<file path="src/rtl/alu_issue_wb_pkg.sv">
// Shared constants and types for the ALU issue/writeback stage.
// Opcode/flag encodings must match the external ALU.
package alu_issue_wb_pkg;

  localparam int DATA_W = 16;
  localparam int NREG   = 8;
  localparam int ADDR_W = 3;

  localparam logic [3:0] OP_ADD = 4'b0000;
  localparam logic [3:0] OP_SUB = 4'b0001;
  localparam logic [3:0] OP_AND = 4'b0010;
  localparam logic [3:0] OP_OR  = 4'b0011;
  localparam logic [3:0] OP_XOR = 4'b0100;
  localparam logic [3:0] OP_NOT = 4'b0101;
  localparam logic [3:0] OP_SHL = 4'b0110;
  localparam logic [3:0] OP_MOV = 4'b0111;

  localparam logic [3:0] FLG_CARRY = 4'b1000;
  localparam logic [3:0] FLG_NEG   = 4'b0100;
  localparam logic [3:0] FLG_ZERO  = 4'b0010;
  localparam logic [3:0] FLG_NONE  = 4'b0000;

  localparam logic [1:0] ST_IDLE = 2'd0;
  localparam logic [1:0] ST_READ = 2'd1;
  localparam logic [1:0] ST_EXEC = 2'd2;
  localparam logic [1:0] ST_WB   = 2'd3;

  typedef struct packed {
    logic [3:0]        op;
    logic [ADDR_W-1:0] rd;
    logic [ADDR_W-1:0] rs1;
    logic [ADDR_W-1:0] rs2;
  } instr_t;

  // Opcodes with the top bit set are NOPs.
  function automatic logic op_writes_rd(input logic [3:0] op);
    return ~op[3];
  endfunction

  function automatic logic op_writes_flags(input logic [3:0] op);
    return ~op[3] && (op != OP_MOV);
  endfunction

endpackage

</file>
<file path="src/rtl/alu_regfile.sv">
// NREG x DATA_W register file: one write port, two operand reads and a debug read.
// Reads are combinational; the issue stage samples them at the READ->EXEC edge.
module alu_regfile
  import alu_issue_wb_pkg::*;
(
  input  logic              clk_i,
  input  logic              rst_i,
  input  logic              we_i,
  input  logic [ADDR_W-1:0] waddr_i,
  input  logic [DATA_W-1:0] wdata_i,
  input  logic [ADDR_W-1:0] raddr1_i,
  input  logic [ADDR_W-1:0] raddr2_i,
  input  logic [ADDR_W-1:0] dbg_addr_i,
  output logic [DATA_W-1:0] rdata1_o,
  output logic [DATA_W-1:0] rdata2_o,
  output logic [DATA_W-1:0] dbg_data_o
);

  logic [DATA_W-1:0] regs_q [NREG];

  always_ff @(posedge clk_i) begin
    if (rst_i) begin
      for (int i = 0; i < NREG; i++) regs_q[i] <= '0;
    end else if (we_i) begin
      regs_q[waddr_i] <= wdata_i;
    end
  end

  assign rdata1_o   = regs_q[raddr1_i];
  assign rdata2_o   = regs_q[raddr2_i];
  assign dbg_data_o = regs_q[dbg_addr_i];

endmodule

</file>
<file path="src/rtl/alu_issue_wb.sv">
// Issue/writeback stage around an external combinational ALU.
// state   | meaning
// IDLE    | ready for an instruction or an external register load
// READ    | operands read from the register file
// EXEC    | ALU inputs registered, ALU settling
// WB      | result written to rd and flags at the closing edge
module alu_issue_wb
  import alu_issue_wb_pkg::*;
(
  input  logic              clk_i,
  input  logic              rst_i,
  input  logic              instr_valid_i,
  input  logic [15:0]       instr_i,
  output logic              instr_ready_o,
  input  logic              ext_we_i,
  input  logic [ADDR_W-1:0] ext_addr_i,
  input  logic [DATA_W-1:0] ext_data_i,
  output logic [3:0]        alu_opcode_o,
  output logic [DATA_W-1:0] alu_a_o,
  output logic [DATA_W-1:0] alu_b_o,
  input  logic [DATA_W-1:0] alu_out_i,
  input  logic [3:0]        alu_flag_i,
  output logic [3:0]        flags_o,
  output logic              wb_valid_o,
  output logic [ADDR_W-1:0] wb_addr_o,
  output logic [DATA_W-1:0] wb_data_o,
  input  logic [ADDR_W-1:0] dbg_addr_i,
  output logic [DATA_W-1:0] dbg_data_o
);

  logic [1:0]        state_q, state_d;
  instr_t            instr_q, instr_dec;
  logic [3:0]        alu_opcode_q;
  logic [DATA_W-1:0] alu_a_q, alu_b_q, result_q;
  logic [3:0]        flag_q, flags_q;
  logic [DATA_W-1:0] rdata1, rdata2;
  logic              accept, ext_fire, wb_fire, rf_we;
  logic [ADDR_W-1:0] rf_waddr;
  logic [DATA_W-1:0] rf_wdata;
  logic              instr_unused;

  assign instr_dec    = instr_t'(instr_i[15:3]);
  assign instr_unused = ^instr_i[2:0];

  // Reset also masks the handshake and writeback during the reset cycle.
  assign instr_ready_o = (state_q == ST_IDLE) && !rst_i;
  assign accept        = instr_valid_i && instr_ready_o;
  assign ext_fire      = ext_we_i && (state_q == ST_IDLE) && !rst_i;
  assign wb_fire       = (state_q == ST_WB) && op_writes_rd(instr_q.op) && !rst_i;

  assign rf_we    = wb_fire || ext_fire;
  assign rf_waddr = wb_fire ? instr_q.rd : ext_addr_i;
  assign rf_wdata = wb_fire ? result_q   : ext_data_i;

  alu_regfile u_regfile (
    .clk_i      (clk_i),
    .rst_i      (rst_i),
    .we_i       (rf_we),
    .waddr_i    (rf_waddr),
    .wdata_i    (rf_wdata),
    .raddr1_i   (instr_q.rs1),
    .raddr2_i   (instr_q.rs2),
    .dbg_addr_i (dbg_addr_i),
    .rdata1_o   (rdata1),
    .rdata2_o   (rdata2),
    .dbg_data_o (dbg_data_o)
  );

  always_comb begin
    state_d = state_q;
    case (state_q)
      ST_IDLE: if (accept) state_d = ST_READ;
      ST_READ: state_d = ST_EXEC;
      ST_EXEC: state_d = ST_WB;
      default: state_d = ST_IDLE;
    endcase
  end

  always_ff @(posedge clk_i) begin
    if (rst_i) begin
      state_q      <= ST_IDLE;
      instr_q      <= '0;
      alu_opcode_q <= '0;
      alu_a_q      <= '0;
      alu_b_q      <= '0;
      result_q     <= '0;
      flag_q       <= '0;
      flags_q      <= '0;
    end else begin
      state_q <= state_d;
      if (accept) instr_q <= instr_dec;
      if (state_q == ST_READ) begin
        alu_opcode_q <= instr_q.op;
        alu_a_q      <= rdata1;
        alu_b_q      <= rdata2;
      end
      if (state_q == ST_EXEC) begin
        result_q <= alu_out_i;
        flag_q   <= alu_flag_i;
      end
      if ((state_q == ST_WB) && op_writes_flags(instr_q.op)) flags_q <= flag_q;
    end
  end

  assign alu_opcode_o = alu_opcode_q;
  assign alu_a_o      = alu_a_q;
  assign alu_b_o      = alu_b_q;
  assign flags_o      = flags_q;
  assign wb_valid_o   = wb_fire;
  assign wb_addr_o    = instr_q.rd;
  assign wb_data_o    = result_q;

endmodule

</file>
<file path="config.mk">
export PLATFORM = sky130hd
export DESIGN_NAME = alu_issue_wb
export DESIGN_NICKNAME = d
export VERILOG_FILES = /design/src/rtl/alu_issue_wb_pkg.sv /design/src/rtl/alu_regfile.sv /design/src/rtl/alu_issue_wb.sv
export SDC_FILE = /design/constraint.sdc
export NUM_CORES = 1
export LEC_CHECK = 0
export BUFFER_PORTS_ARGS = -buffer_cell sky130_fd_sc_hd__buf_2
export CAP_MARGIN = 15
export CORE_MARGIN = 3
export CORE_UTILIZATION = 58
export DETAILED_ROUTE_END_ITERATION = 6
export GPL_TIMING_DRIVEN = 0
export PLACE_DENSITY = 0.88
export SETUP_SLACK_MARGIN = 0.2
export SYNTH_ARGS = -nofsm -noshare
export SYNTH_HDL_FRONTEND = slang
export SYNTH_SLANG_ARGS = --single-unit
</file>
<file path="constraint.sdc">
create_clock -name clk_i -period 2.82 [get_ports clk_i]
set_input_delay 0 -clock clk_i [delete_from_list [all_inputs] [get_ports clk_i]]
set_output_delay 0 -clock clk_i [all_outputs]
set_load 0.005 [all_outputs]
</file>
* Yosys cells after proc, flatten, opt, wreduce, memory -nomap -nowiden
Memories as Yosys holds them, arrays and structs flattened. A register that Yosys moved wholly into a read port is not among the register bits.
Index checks and enable logic that the tools add are counted.
** Operators by class
- Muxes and demuxes :: 12
- Reduce and logical (&&, ||, !) cells :: 12
- Equality and inequality tests :: 5
- Bitwise gates (word level) :: 1
** Operators with widths (count)
- 16-bit 2-to-1 mux :: 2
- 16-bit OR reduction :: 1
- 1-bit logical AND :: 8
- 1-bit 2-to-1 mux :: 6
- 3-bit 2-to-1 mux :: 2
- 2-bit one-hot mux with 3 select lines :: 1
- 2-bit equality test (second input constant) :: 2
- 4-bit by 3-bit != test with 1-bit output (second input constant) :: 1
- 2-bit by 1-bit equality test with 1-bit output (second input constant) :: 1
- 2-bit zero test :: 1
- 2-bit 2-to-1 mux :: 1
- 2-bit != test (second input constant) :: 1
- 1-bit zero test :: 1
- 1-bit logical OR :: 1
- 1-bit NOT :: 1
** Storage, ports and cells
- Word-level logic and storage cells :: 40
- Input bits :: 62
- Flip-flop bits (word level) :: 43
- Memories kept :: 1
- RAM bits :: 128
** Memory list
- u_regfile.regs_q :: words 8, width 16, read ports 3, clocked after memory_dff 2, wr ports 8, RTL line alu_regfile.sv:19 : logic [DATA_W-1:0] regs_q [NREG];

* Longest topological paths before layout
Gate-level depths: netlist (run 1).
- Depth in word-level cells :: 9
- Mapped depth :: 8

* Hierarchy
A second synthesis (run 1) with hierarchy kept.
** Unflattened totals
- Cells, all modules :: 785
- Area total of the unflattened synthesis :: 11140.7 µm²
** Modules (own cells, without submodules)
- alu_regfile :: seq. area each 3843.7 µm², cells each 487, times used 1, area each 8018.9 µm²
- alu_issue_wb :: seq. area each 1501.4 µm², cells each 298, times used 1, area each 3121.7 µm²

* Worst setup path before layout (run 1)
No wires, ideal clock.
- Path type :: register to register
- From :: reg state_q[0]
- To :: mem u_regfile.regs_q[0][0], enable pin
- Cell stages (with the launch flop) :: 7
- Arrival :: 2.173 ns
- Setup slack :: 0.272 ns
- Setup time :: 0.375 ns
- Clock period less this slack :: 2.548 ns
- Buffers on the path :: 1
- Required time :: 2.445 ns
- Cells stage by stage :: dfxtp_1 -> ha_1 -> nor3b_4 -> buf_6 -> mux2i_4 -> nand4_4 -> nand2b_1
** RTL lines
- from (decl) :: RTL line alu_issue_wb.sv:31 : logic [1:0] state_q, state_d;
- from (signal assigned) :: RTL line alu_issue_wb.sv:90 : state_q <= state_d;
- to (decl) :: RTL line alu_regfile.sv:19

==> results.md, run 1 <==
* CTS Sinks at just over 200
* Worst min path class: input port to flop
* Clk root buf: clkbuf_16
* Post-layout nets at 1,135
* TritonCTS clock tree: done
* R2R Path Start: state_q[0]$_SDFFE_PP0P_
* Antenna violations before repair at 0
* Critical path type: flop to flop
* Crit path buf inv count at 2
* Ranking of synthesized cells by area: edfxtp_1 36%, dfxtp_1 14%, mux2i_1 10%
* Routed Antenna Nets at 0
* Worst setup SP type: flop
* Ratio of cells with drive above 1 in the final layout at 32.1%
* Met2 wire length at 14,600 µm
* PortBufs at 133
* Fillcell total at 1,125
* Crit path from: state_q[0]$_SDFFE_PP0P_
* R2r worst-path depth at 6
* Clock slew seen by the registers of the worst setup and hold paths at 0.06 ns
* FF+latch count, synth at 203
* Critical path arrival at a little under 3 ns
* Die ar. at 0.0200 mm²
* Row count at 48
* Drt pass-1 iters at 6
* Simple-Gate Fraction of Synth Area at 10.9%
* HP Start: ext_data_i[13]
* XOR/XNOR Fraction of Synth Area at 0%
* Highest metal used: met4
* DRC violations left at 0
* Synthesis-to-finish area growth at 21.2%
* Post-route met1 wirelength at 11,500 µm
* Sequential area share after synthesis at 50.2%
* Final Hold Viols at 0
* Peak VDD IR at 0.000659 V
* Post-Syn Instances at just under 900
* Worst relative slew slack at 30.2%
* Max Clk Rate at 374 MHz
* Crit-path cells: ha_2 > nor3b_4 > buf_8 > buf_4 > mux2i_1 > nor2_1
* Syn Area/Cell at 12.3 µm²
* Number of H-tree levels at 1
* Combinational family with the most area after synthesis: multiplexers
* Endpoints failing setup at 0
* Maximum fanout along the worst path at 10
* Max-cap viol count at 0
* Static Leak at roughly 5 nW
* Routability cong. at 0.900
* Final worst path period need at approximately 2.7 ns
* Clk_skew at 0.0141 ns
* Final WL at 31,700 µm
* Fin. max-slew vios at 0
* Vias in the first global route at 8,436
* Total track usage at 30.4%
* Status: finished clean
* Remaining global-route overflow at 0
* Tcrit/Tclk final at 94.8%
* Critical path endpoint category: flop
* Unrepaired setup endpoints after global routing: yes
* Core Area at 0.0176 mm²
* CTS buffer count at 22
* Routed WL per cell at 24.2 µm
* Synth area leader: edfxtp_1
* Dpl cells at roughly 1,200
* Synthesized area at 0.0106 mm²
* Met3 wire len at 4140 µm
* Initial Util at about three fifths
* Yosys top cell area share at a little over a third
* I/O pin total at 139
* Buffer depth of the longest clock path at 3
* Via count at 8,538
* Syn Nets at slightly above 900
* Global-route wire length before repair at 47,000 µm
* Cell family with most CP delay: multiplexers
* Distinct cells, synth at 32
* Worst hold margin at 0.0306 ns
* Ys Warns at 0
* Die height at 141 µm
* Vias per cell at 6.52
* Tightest Pin Transition at ~1 ns
* Die width at 141 µm
* CP max-delay cell: mux2i_1
* Post-synthesis adder-cell area fraction at 0.470%
* PwrDens at 660 mW/mm²
* CP peak stage delay at 0.87 ns
* Hold Crit Depth at 3
* Post-DP HPWL at 21,300 µm
* Worst Path Required at a little over 3 ns
* Largest net degree at the start of global routing at 17
* Compound-cell area share of the yosys netlist at roughly 8%
* Post-synthesis mux area share at 26.5%
* End of the critical path: u_regfile.regs_q[0][5]$_SDFFCE_PN0P_
* Starting DRT DRC Count at 999
* Diode count at 0
* Post-route insts no fill at 1,310
* R2r endpoint: u_regfile.regs_q[0][5]$_SDFFCE_PN0P_
* Levels on crit path at 6
* Worst reg2reg setup slack at ~0.15 ns
* Clock insertion delay at the later pin of the skew report at 0.51 ns
[through the flow]
stage	util (%)	setup TNS [ns]	cell area [µm²]	power (mW)	setup WS (ns)
after floorplan	-	0	10600	4.81	0.272
after global placement	65.8	-21.18	11600	5.39	-0.267
after detailed placement	65.8	-29.80	11600	5.45	-0.373
after CTS	72.6	0	12800	8.43	0.180
after global routing	73.3	0	12900	8.76	0.0496
final	73.3	0	12900	8.51	0.148
[cells in the final DEF, fill, tap and decap left out, types with 14 or more instances in the layout]
cell type      count
a221o_1           27
buf_2            141
buf_4             14
o22ai_1           27
nand2_1           18
clkbuf_16         24
dlygate4sd3_1     34
dfxtp_1           75
nand2b_1          17
nor2_1           192
a211oi_1          32
mux2_2            80
mux2i_1          108
clkbuf_1          41
edfxtp_1         128
mux4_2            32
[where the power goes]
group | total [mW] | leakage [nW] | switching, mW | internal, mW
registers | 3.61 | 1.94 | 0.191 | 3.42
logic | 1.94 | 2.61 | 1.09 | 0.857
clock network | 2.96 | 0.378 | 1.16 | 1.81
[layout make-up]
type	instances	area, µm²	area share [%]
clock buffer	36	708	5.49
buffer	71	400	3.10
clock inverter	4	46.3	0.359
tap	225	282	2.18
sequential	203	5350	41.5
timing repair buffer	174	1120	8.69
inverter	2	7.51	0.0582
multi-input combinational	595	4980	38.7
[sequential cells by signal, summed over array words and instances, names as in the netlist]
register and count:
alu_opcode_o 4, alu_a_o 16, instr_q 10, wb_data_o 16, flag_q 4, alu_b_o 16
state_q 2, wb_addr_o 3, flags_o 4, u_regfile.regs_q 128
[synthesized netlist by cell type]
library cell	count
a211oi_1	32
a21oi_1	1
a21oi_4	1
a221o_1	27
a22oi_1	5
a31o_2	1
and2_1	1
buf_1	4
buf_2	8
buf_4	12
buf_6	10
clkbuf_1	37
dfxtp_1	75
edfxtp_1	128
ha_1	4
inv_1	2
mux2_2	80
mux2_4	3
mux2i_1	109
mux2i_2	1
mux2i_4	2
mux4_2	32
nand2_1	18
nand2b_1	25
nand4_4	8
nor2_1	192
nor2b_1	3
nor3b_4	1
o211ai_1	1
o21ai_0	13
o221ai_1	5
o22ai_1	27
[layer usage]
layer / vias up / global-route usage [%]
li1: 3668 / -
met1: 4049 / 38.4
met2: 693 / 49.4
met3: 128 / 9.13
met4: 0 / 12.3
met5: - / 0
[logic make-up (layout without fill, tap and decap cells)]
logic type | after synthesis | after routing
buffers and inverters | 73 | 287
adder cells (fa/ha/maj) | 4 | 4
AO/OA/AOI/OAI | 113 | 113
multiplexers | 227 | 227
flip-flops | 203 | 203
AND/OR/NAND/NOR | 248 | 251
[worst reg2reg max path, stage by stage (launching register included)]
cell,delay [ns]
dfxtp_1,0.41
ha_2,0.25
nor3b_4,0.27
buf_8,0.22
buf_4,0.26
mux2i_1,0.88
nor2_1,0.11
[repair_timing]
action,4_1_cts,5_1_grt
setup endpoints to repair,184,200
hold buffers,34,0
gates resized for setup,13,6
buffers inserted,3,4
gates cloned,0,3
endpoints found under the hold margin,35,0
[how the worst min path moves through the flow]
stage / slack (ns) / endpoint
final: 0.03 / u_regfile.regs_q[2][13]$_SDFFCE_PN0P_
after global routing: 0.01 / u_regfile.regs_q[5][13]$_SDFFCE_PN0P_
after CTS: 0.05 / u_regfile.regs_q[3][6]$_SDFFCE_PN0P_
after detailed placement: 0.21 / instr_q[12]$_SDFFE_PP0P_
after global placement: 0.20 / instr_q[12]$_SDFFE_PP0P_
after floorplan: 0.04 / instr_ready_o
(Power assumes the default switching activity.)
==> run 2, diff against run 1 <==
--- a/config.mk
+++ b/config.mk
@@ -8,10 +8,11 @@
 export BUFFER_PORTS_ARGS = -buffer_cell sky130_fd_sc_hd__buf_2
 export CAP_MARGIN = 15
 export CORE_MARGIN = 3
-export CORE_UTILIZATION = 58
+export CORE_UTILIZATION = 60
+export CTS_BUF_LIST = sky130_fd_sc_hd__clkbuf_8
 export DETAILED_ROUTE_END_ITERATION = 6
 export GPL_TIMING_DRIVEN = 0
-export PLACE_DENSITY = 0.88
+export PLACE_DENSITY = 0.9
 export SETUP_SLACK_MARGIN = 0.2
 export SYNTH_ARGS = -nofsm -noshare
 export SYNTH_HDL_FRONTEND = slang
==> run 2 against run 1 <==
Against the previous run: combinational power is essentially flat; sequential share of layout area grew 0.056 points; utilization increased by 1.2 points; the flow now finishes with violations (negative hold slack); critical path type unchanged; hold slack worse by 0.055 ns; largest cell class unchanged; power down 5.7%; critical path depth unchanged; flip-flop and latch count stayed put; register-to-register slack improved by 0.03 ns; largest power group unchanged.
==> results.md, run 2 (synthesized netlist as in run 1, its figures left out) <==
* Worst reg2reg setup slack at 0.18 ns
* Vias in the first global route at 8,612
* Worst setup SP type: flop
* R2r worst-path depth at 6
* PwrDens at 623 mW/mm²
* Clock slew seen by the registers of the worst setup and hold paths at 0.06 ns
* Remaining global-route overflow at 0
* Max Clk Rate at 378 MHz
* Largest reg by FF count: u_regfile.regs_q
* Critical path endpoint category: flop
* R2R Path Start: state_q[0]$_SDFFE_PP0P_
* Post-DP HPWL at 21,100 µm
* Violated checks: negative hold slack
* I/O pin total at between 100 and 150
* Most frequent cells in the layout: 192 x nor2_1, 141 x buf_2, 128 x edfxtp_1, 103 x mux2i_1, 80 x mux2_2
* Status: finished, violations left
* Diode count at 0
* Fin. max-slew vios at 0
* Critical path type: flop to flop
* Total track usage at 31.8%
* CTS buffer count at 34
* Crit path from: state_q[0]$_SDFFE_PP0P_
* Tcrit/Tclk final at 93.8%
* Unrepaired setup endpoints after global routing: yes
* Number of H-tree levels at 2
* Final Hold Viols at 8
* Starting DRT DRC Count at around 1,200
* Row count at 48
* Synthesis-to-finish area growth at 21.1%
* Via count at just under 9,000
* Routed WL per cell at between 20 and 25 µm
* Core Area at 0.0173 mm²
* Final WL at 32,700 µm
* Maximum fanout along the worst path at 10
* CP peak stage delay at between 0.7 and 0.8 ns
* Critical path arrival at between 2 and 3 ns
* Post-Place Cell Area at approximately 0.012 mm²
* Clk_skew at 0.0333 ns
* Tightest Pin Transition at 0.907 ns
* Global-route wire length before repair at between 40,000 and 50,000 µm
* Antenna violations before repair at 1
* Static Leak at 4.99 nW
* Routability cong. at 0.948
* Die height at 139 µm
* Clock insertion delay at the later pin of the skew report at approximately 0.54 ns
* Max-cap viol count at 0
* R2r endpoint: u_regfile.regs_q[0][2]$_SDFFCE_PN0P_
* Worst hold margin at -0.0239 ns
* Ratio of cells with drive above 1 in the final layout at 32.6%
* Final Util at 74.5%
* Clk root buf: clkbuf_8
* Fin area at around 0.013 mm²
* Largest net degree at the start of global routing at 17
* Drt pass-1 iters at 5
* Worst Path Required at 3.06 ns
* TritonCTS clock tree: done
* Die width at 139 µm
* Post-layout nets at ~1,200
* PortBufs at 133
* Die ar. at 0.0194 mm²
* CTS Sinks at 203
* End of the critical path: u_regfile.regs_q[0][2]$_SDFFCE_PN0P_
* Final worst path period need at 2.64 ns
* DRC violations left at 0
* Crit-path cells: ha_1 > nor3b_4 > buf_6 > buf_4 > mux2i_1 > nor2_1
* Endpoints failing setup at 0
* Peak VDD IR at 0.000395 V
* Vias per cell at 6.51
* Routed Antenna Nets at 0
* Most common cell after layout, fill and taps aside: nor2_1
* Fillcell total at 1,075
* CP max-delay cell: mux2i_1
* Buffer depth of the longest clock path at 3
* Worst min path class: input port to flop
* Initial Util at 61.5%
* Max reg flops at 128
* Worst relative slew slack at 37.8%
## run 2: worst min-delay path by stage
stage	end	slack [ns]	startpoint	cells after the start
after CTS	u_regfile.regs_q[1][9]$_SDFFCE_PN0P_	0.0002	ext_data_i[9]	3
after detailed placement	instr_q[12]$_SDFFE_PP0P_	0.20	instr_i[15]	3
after floorplan	instr_ready_o	0.04	rst_i	1
final	u_regfile.regs_q[0][0]$_SDFFCE_PN0P_	-0.02	ext_data_i[0]	3
after global placement	instr_q[12]$_SDFFE_PP0P_	0.20	instr_i[15]	3
after global routing	u_regfile.regs_q[7][0]$_SDFFCE_PN0P_	0.007	ext_data_i[0]	3
## run 2: stage by stage
step | setup WS, ns | setup TNS [ns] | cells | power (mW)
floorplan | 0.272 | 0 | 868 | 4.81
global placement | -0.256 | -19.83 | 1226 | 5.39
detailed placement | -0.381 | -31.44 | 1226 | 5.45
CTS | 0.177 | 0 | 1327 | 7.90
global route | 0.0725 | 0 | 1341 | 8.28
finish | 0.175 | 0 | 1341 | 8.03
## run 2: critical path, delay by kind of cell (launching register included)
kind,cells,cell delay (ns)
adders and majority gates,1,0.26
and+or+nand+nor,2,0.40
muxes,1,0.77
DFF,1,0.41
buffers and inverters,2,0.52
## run 2: cell type report
class	count	area, µm²	share of cell area (%)
clock buffers	39	537	4.17
multi-input cells	593	4980	38.7
plain buffers	71	397	3.08
repair buffers	186	1240	9.60
flip-flops and latches	203	5350	41.5
inverters	2	7.51	0.0583
clock inverters	22	90.1	0.700
well taps	225	282	2.19
## run 2: timing repair
item                                   in CTS  in global routing
setup buffers                               5                  9
endpoints found under the hold margin      38                 15
gates resized for setup                    15                  7
setup endpoints to repair                 183                152
hold buffers                               35                  4
cloned                                      0                  1
pin swaps                                   0                  0
## run 2: report_power, final
group	switching, mW	leakage (nW)	internal, mW
sequential	0.197	1.94	3.42
clock	1.18	0.373	1.26
combinational	1.10	2.68	0.873
## run 2: per-layer routing
| metal | part of all wire (%) | routed length [µm] | global-route usage (%) | up-vias |
|---|---|---|---|---|
| li1 | - | - | - | 3713 |
| met1 | 36 | 11600 | 41.2 | 4150 |
| met2 | 47 | 15300 | 52.0 | 739 |
| met3 | 13 | 4380 | 7.72 | 122 |
| met4 | 4.2 | 1370 | 12.3 | 2 |
| met5 | 0.16 | 51 | 0 | - |
